[src/rtl/tff_counter.sv]
// ---------------------------------------------------------------------------
// tff_counter
//   Bank of WIDTH toggle stages on one clock, generalised into a modulo-N
//   up/down counter with free-run, one-shot, per-bit toggle and hold modes.
//
// Parameters
//   WIDTH    number of stages / bits of q
//   MODULUS  count range 0..MODULUS-1 in the count modes (2..2**WIDTH)
//
// Ports
//   clk   in   rising-edge clock
//   rst   in   asynchronous active-low reset
//   en    in   count / toggle enable
//   up    in   count direction: 1 up, 0 down
//   load  in   synchronous load of d (priority over en)
//   d     in   load value, or toggle mask in mode 10
//   mode  in   00 free-run wrap, 01 one-shot, 10 toggle-register, 11 hold
//   q     out  current state (registered)
//   qbar  out  bitwise inverse of q
//   tc    out  terminal count (combinational from q, up, mode)
//   done  out  sticky one-shot completion flag (registered)
// ---------------------------------------------------------------------------
module tff_counter #(
  parameter int WIDTH   = 4,
  parameter int MODULUS = 16
) (
  input  logic             clk,
  input  logic             rst,
  input  logic             en,
  input  logic             up,
  input  logic             load,
  input  logic [WIDTH-1:0] d,
  input  logic [1:0]       mode,
  output logic [WIDTH-1:0] q,
  output logic [WIDTH-1:0] qbar,
  output logic             tc,
  output logic             done
);

  localparam logic [WIDTH-1:0] ZERO_VAL = {WIDTH{1'b0}};
  localparam logic [WIDTH-1:0] ONE_VAL  = {{(WIDTH-1){1'b0}}, 1'b1};
  localparam logic [WIDTH-1:0] MAX_VAL  = WIDTH'(MODULUS - 1);
  // One bit wider so the range test stays meaningful when MODULUS == 2**WIDTH.
  localparam logic [WIDTH:0]   MOD_EXT  = (WIDTH + 1)'(MODULUS);

  logic [WIDTH-1:0] cnt_q, cnt_d;
  logic             done_q, done_d;

  logic             count_mode_s;
  logic             at_max_s;
  logic             at_zero_s;
  logic             out_of_range_s;
  logic             d_out_of_range_s;
  logic [WIDTH-1:0] step_s;
  logic             tc_s;

  // Decode of the current state and the next count step.
  always_comb begin
    count_mode_s     = (mode[1] == 1'b0);
    at_max_s         = (cnt_q == MAX_VAL);
    at_zero_s        = (cnt_q == ZERO_VAL);
    out_of_range_s   = ({1'b0, cnt_q} >= MOD_EXT);
    d_out_of_range_s = ({1'b0, d} >= MOD_EXT);
    // An out-of-range value (left over from modes 10/11) re-enters the
    // range at the wrap point of whichever direction is stepping.
    if (up) begin
      if (at_max_s || out_of_range_s) begin
        step_s = ZERO_VAL;
      end else begin
        step_s = cnt_q + ONE_VAL;
      end
    end else begin
      if (at_zero_s || out_of_range_s) begin
        step_s = MAX_VAL;
      end else begin
        step_s = cnt_q - ONE_VAL;
      end
    end
    tc_s = count_mode_s && ((up && at_max_s) || (!up && at_zero_s));
  end

  // Next-state selection: load beats enable, enable beats hold.
  always_comb begin
    cnt_d  = cnt_q;
    done_d = done_q;
    if (load) begin
      if (count_mode_s && d_out_of_range_s) begin
        cnt_d = MAX_VAL;
      end else begin
        cnt_d = d;
      end
      done_d = 1'b0;
    end else if (en) begin
      case (mode)
        2'b00: cnt_d = step_s;
        2'b01: begin
          // Once finished the counter parks until a load; the edge that
          // sees terminal count only raises done and does not move q.
          if (done_q) begin
            cnt_d = cnt_q;
          end else if (tc_s) begin
            done_d = 1'b1;
          end else begin
            cnt_d = step_s;
          end
        end
        2'b10:   cnt_d = cnt_q ^ d;
        2'b11:   cnt_d = cnt_q;
        default: cnt_d = cnt_q;
      endcase
    end else begin
      cnt_d  = cnt_q;
      done_d = done_q;
    end
  end

  // State registers with asynchronous active-low reset.
  always_ff @(posedge clk or negedge rst) begin
    if (!rst) begin
      cnt_q  <= ZERO_VAL;
      done_q <= 1'b0;
    end else begin
      cnt_q  <= cnt_d;
      done_q <= done_d;
    end
  end

  assign q    = cnt_q;
  assign qbar = ~cnt_q;
  assign tc   = tc_s;
  assign done = done_q;

endmodule

[config.mk]
export PLATFORM = sky130hd
export DESIGN_NAME = tff_counter
export DESIGN_NICKNAME = d
export VERILOG_FILES = /design/src/rtl/tff_counter.sv
export SDC_FILE = /design/constraint.sdc
export NUM_CORES = 1
export LEC_CHECK = 0
export BUFFER_PORTS_ARGS = -buffer_cell sky130_fd_sc_hd__buf_2
export CAP_MARGIN = 20
export CORE_AREA = 2 2 39 41
export CTS_BUF_LIST = sky130_fd_sc_hd__clkbuf_4 sky130_fd_sc_hd__clkbuf_8 sky130_fd_sc_hd__clkbuf_16
export DETAILED_ROUTE_END_ITERATION = 10
export DIE_AREA = 0 0 41 43
export RECOVER_POWER = 100
export SYNTH_ARGS = -nofsm -noshare
export SYNTH_HDL_FRONTEND = slang
export SYNTH_SLANG_ARGS = --single-unit
[constraint.sdc]
create_clock -name clk -period 3 [get_ports clk]
set_input_delay 0.15 -clock clk [delete_from_list [all_inputs] [get_ports clk]]
set_output_delay 0.15 -clock clk [all_outputs]
set_load 0.02 [all_outputs]
==> results.tsv <==
metric	value	unit
status	finished clean	
routedWlPerCell	12.7	µm
dr.max_layer_used	met4	
final_core_util	43.9	%
power	338	µW
cts_htree_levels	1	
power_leakage	0.271	nW
io_pins	21	
clk_pin_slew	0.04	ns
cts_buffers	3	
hold_path.class	primary input to flip-flop	
hold_viol	0	
clock_tree.buffer_depth	2	
wl_met3	114	µm
ir_drop	0.367	mV
n_antenna_cell	0	
nets	93	
num_rows	14	
cp_max_fo	8	
final_cells	95	
cts_tree	yes	
yosysTopAreaCellShare	26.2	%
final_layout_size_suffix_gt1_share	20.3	%
place_ws	1.11	ns
dp.cells	90	
worstPathArrival	2.03	ns
fin_ws	0.819	ns
most-common-layout-cells	clkbuf_1, buf_2	
drt_pre_antenna_iters	4	
synth_area_leader_cell	dfrtp_1	
final_common_cell	clkbuf_1	
viasPerCell	5.52	
area_growth	27.2	%
finalSetupViolCount	0	
syn_inst	56	
vias	524	
criticalPathCategory	flip-flop to output pin	
synth_nets	69	
final-max-slew-violation-count	0	
cpMostUsedCell	nor2_1	
dp_hpwl	925	µm
slew_headroom	60.5	%
insertion_delay	0.24	ns
clock-sinks	5	
cts_root_buf	clkbuf_4	
max_freq	459	MHz
grt_usage	16.5	%
critPathSlowestCell	nor4b_1	
nFillCells	138	
fin_crit_sh	72.7	%
wl_met2	524	µm
synthesis.area	478	µm²
ys_types	30	
wl_met1	548	µm
gp_congestion	0.831	
endpoint_kind	output pin	
ys_top_cells_by_area	dfrtp_1, a21oi_1, ha_1, o21ai_0, mux2i_1	
fin_tns_setup	0	ns
grt_pass1_wl	1.99	mm
grt_start_max_net_pins	13	
yosys_warnings	0	
core_area	1380	µm²
ys_seq_area_share	26.2	%
max_slew.worst_pin.slew	0.584	ns
ys_ff_latch	5	
grt_pass1_vias	489	
maxCapViolCount	0	
slowest_delay	0.50	ns
crit_chain	inv_1, ha_1, nor4b_1, nor2_1, nor2_1, clkbuf_1	
startpoint_type	flip-flop	
die_area	1760	µm²
rsz0062_at_grt	no	
period_minus_slack	2.18	ns
drc	0	
drt_iter0_drc	6	
synth_area_per_cell	8.53	µm²
start_util	34.5	%
die_w	41	µm
antenna_left	0	
finalClockSkew	0.00194	ns
cts_setup_buffers	0	
io_buffer_count	20	
powerDensity	556	nW/µm²
die_y	43	µm
cp.required	2.85	ns
wl	1.21	mm
grt-ovfl-total	0	
antenna_found_initial	0	
[final cells by class]
cell class              count  area [µm²]  area share (%)
flip-flops and latches      5         125            20.6
inverters                   4        15.0            2.47
repair buffers             21        96.3            15.8
multi-input cells          45         322            52.9
well taps                  16        20.0            3.29
clock buffers               4        30.0            4.94
[layer usage]
metal | track usage (%) | vias to the layer above
met1 | 23.3 | 236
met4 | 10.0 | 0
met5 | 0 | -
li1 | - | 262
met2 | 21.6 | 24
met3 | 4.19 | 2
[worst max-delay path: cells and delay by family, from the launching register on]
family        cells  cell delay (ns)
fa+ha+maj         1             0.19
buf+inv           2             0.37
flops             1             0.46
simple gates      3             0.76
[power by group]
group / switching [mW] / internal (mW)
registers: 0.0238 / 0.0793
clock network: 0.0253 / 0.0591
logic: 0.0941 / 0.0568
[final timing paths]
check	cells after the start	endpoint	slack, ns	startpoint
hold reg to reg	2	done	0.57	done
min in group asynchronous	2	q[0]	0.28	rst
setup / recovery	6	tc	0.82	q[0]
max in group asynchronous	2	done	2.51	rst
setup reg to reg	6	q[3]	0.97	q[0]
hold / removal	3	done	0.22	en
[cells by family after synthesis]
logic type	after synthesis	synth area share, %
adder cells (fa/ha/maj)	2	5.23
flip-flops	5	26.2
multiplexers	2	4.19
buffers and inverters	6	5.23
AND/OR/NAND/NOR	14	17.5
AO/OA/AOI/OAI	26	39.8
XOR/XNOR	1	1.83
[state kept, by name, summed over array words and instances (netlist names)]
register,flops
q,4
done,1
[Yosys cell counts (all sizes together)]
library cell / number
xnor2: 1
a31oi: 1
a311oi: 2
a32oi: 1
and4: 1
nor2b: 1
clkbuf: 1
nor2: 5
nand2: 2
nand3b: 1
o41ai: 1
o211ai: 1
a22o: 2
buf: 1
or2b: 1
inv: 4
nor4b: 1
o21ai: 6
o31ai: 2
a21o: 3
nor3: 1
a21oi: 5
a22oi: 1
a211o: 1
ha: 2
dfrtp: 5
mux2i: 2
nand4: 1
[timing repair]
item | 4_1_cts | 5_1_grt
hold buffers | 1 | 0
endpoints found under the hold margin | 5 | 0
setup endpoints to repair | 0 | 0
resized for setup | 0 | 0
[stage by stage]
step           cell area, µm²  hold WS (ns)
2_1_floorplan             478        -0.146
3_5_place_dp              588       -0.0342
3_3_place_gp              588       -0.0307
6_report                  608         0.217
4_1_cts                   628         0.210
5_1_grt                   608         0.209
Power figures use the tool's default switching activity.
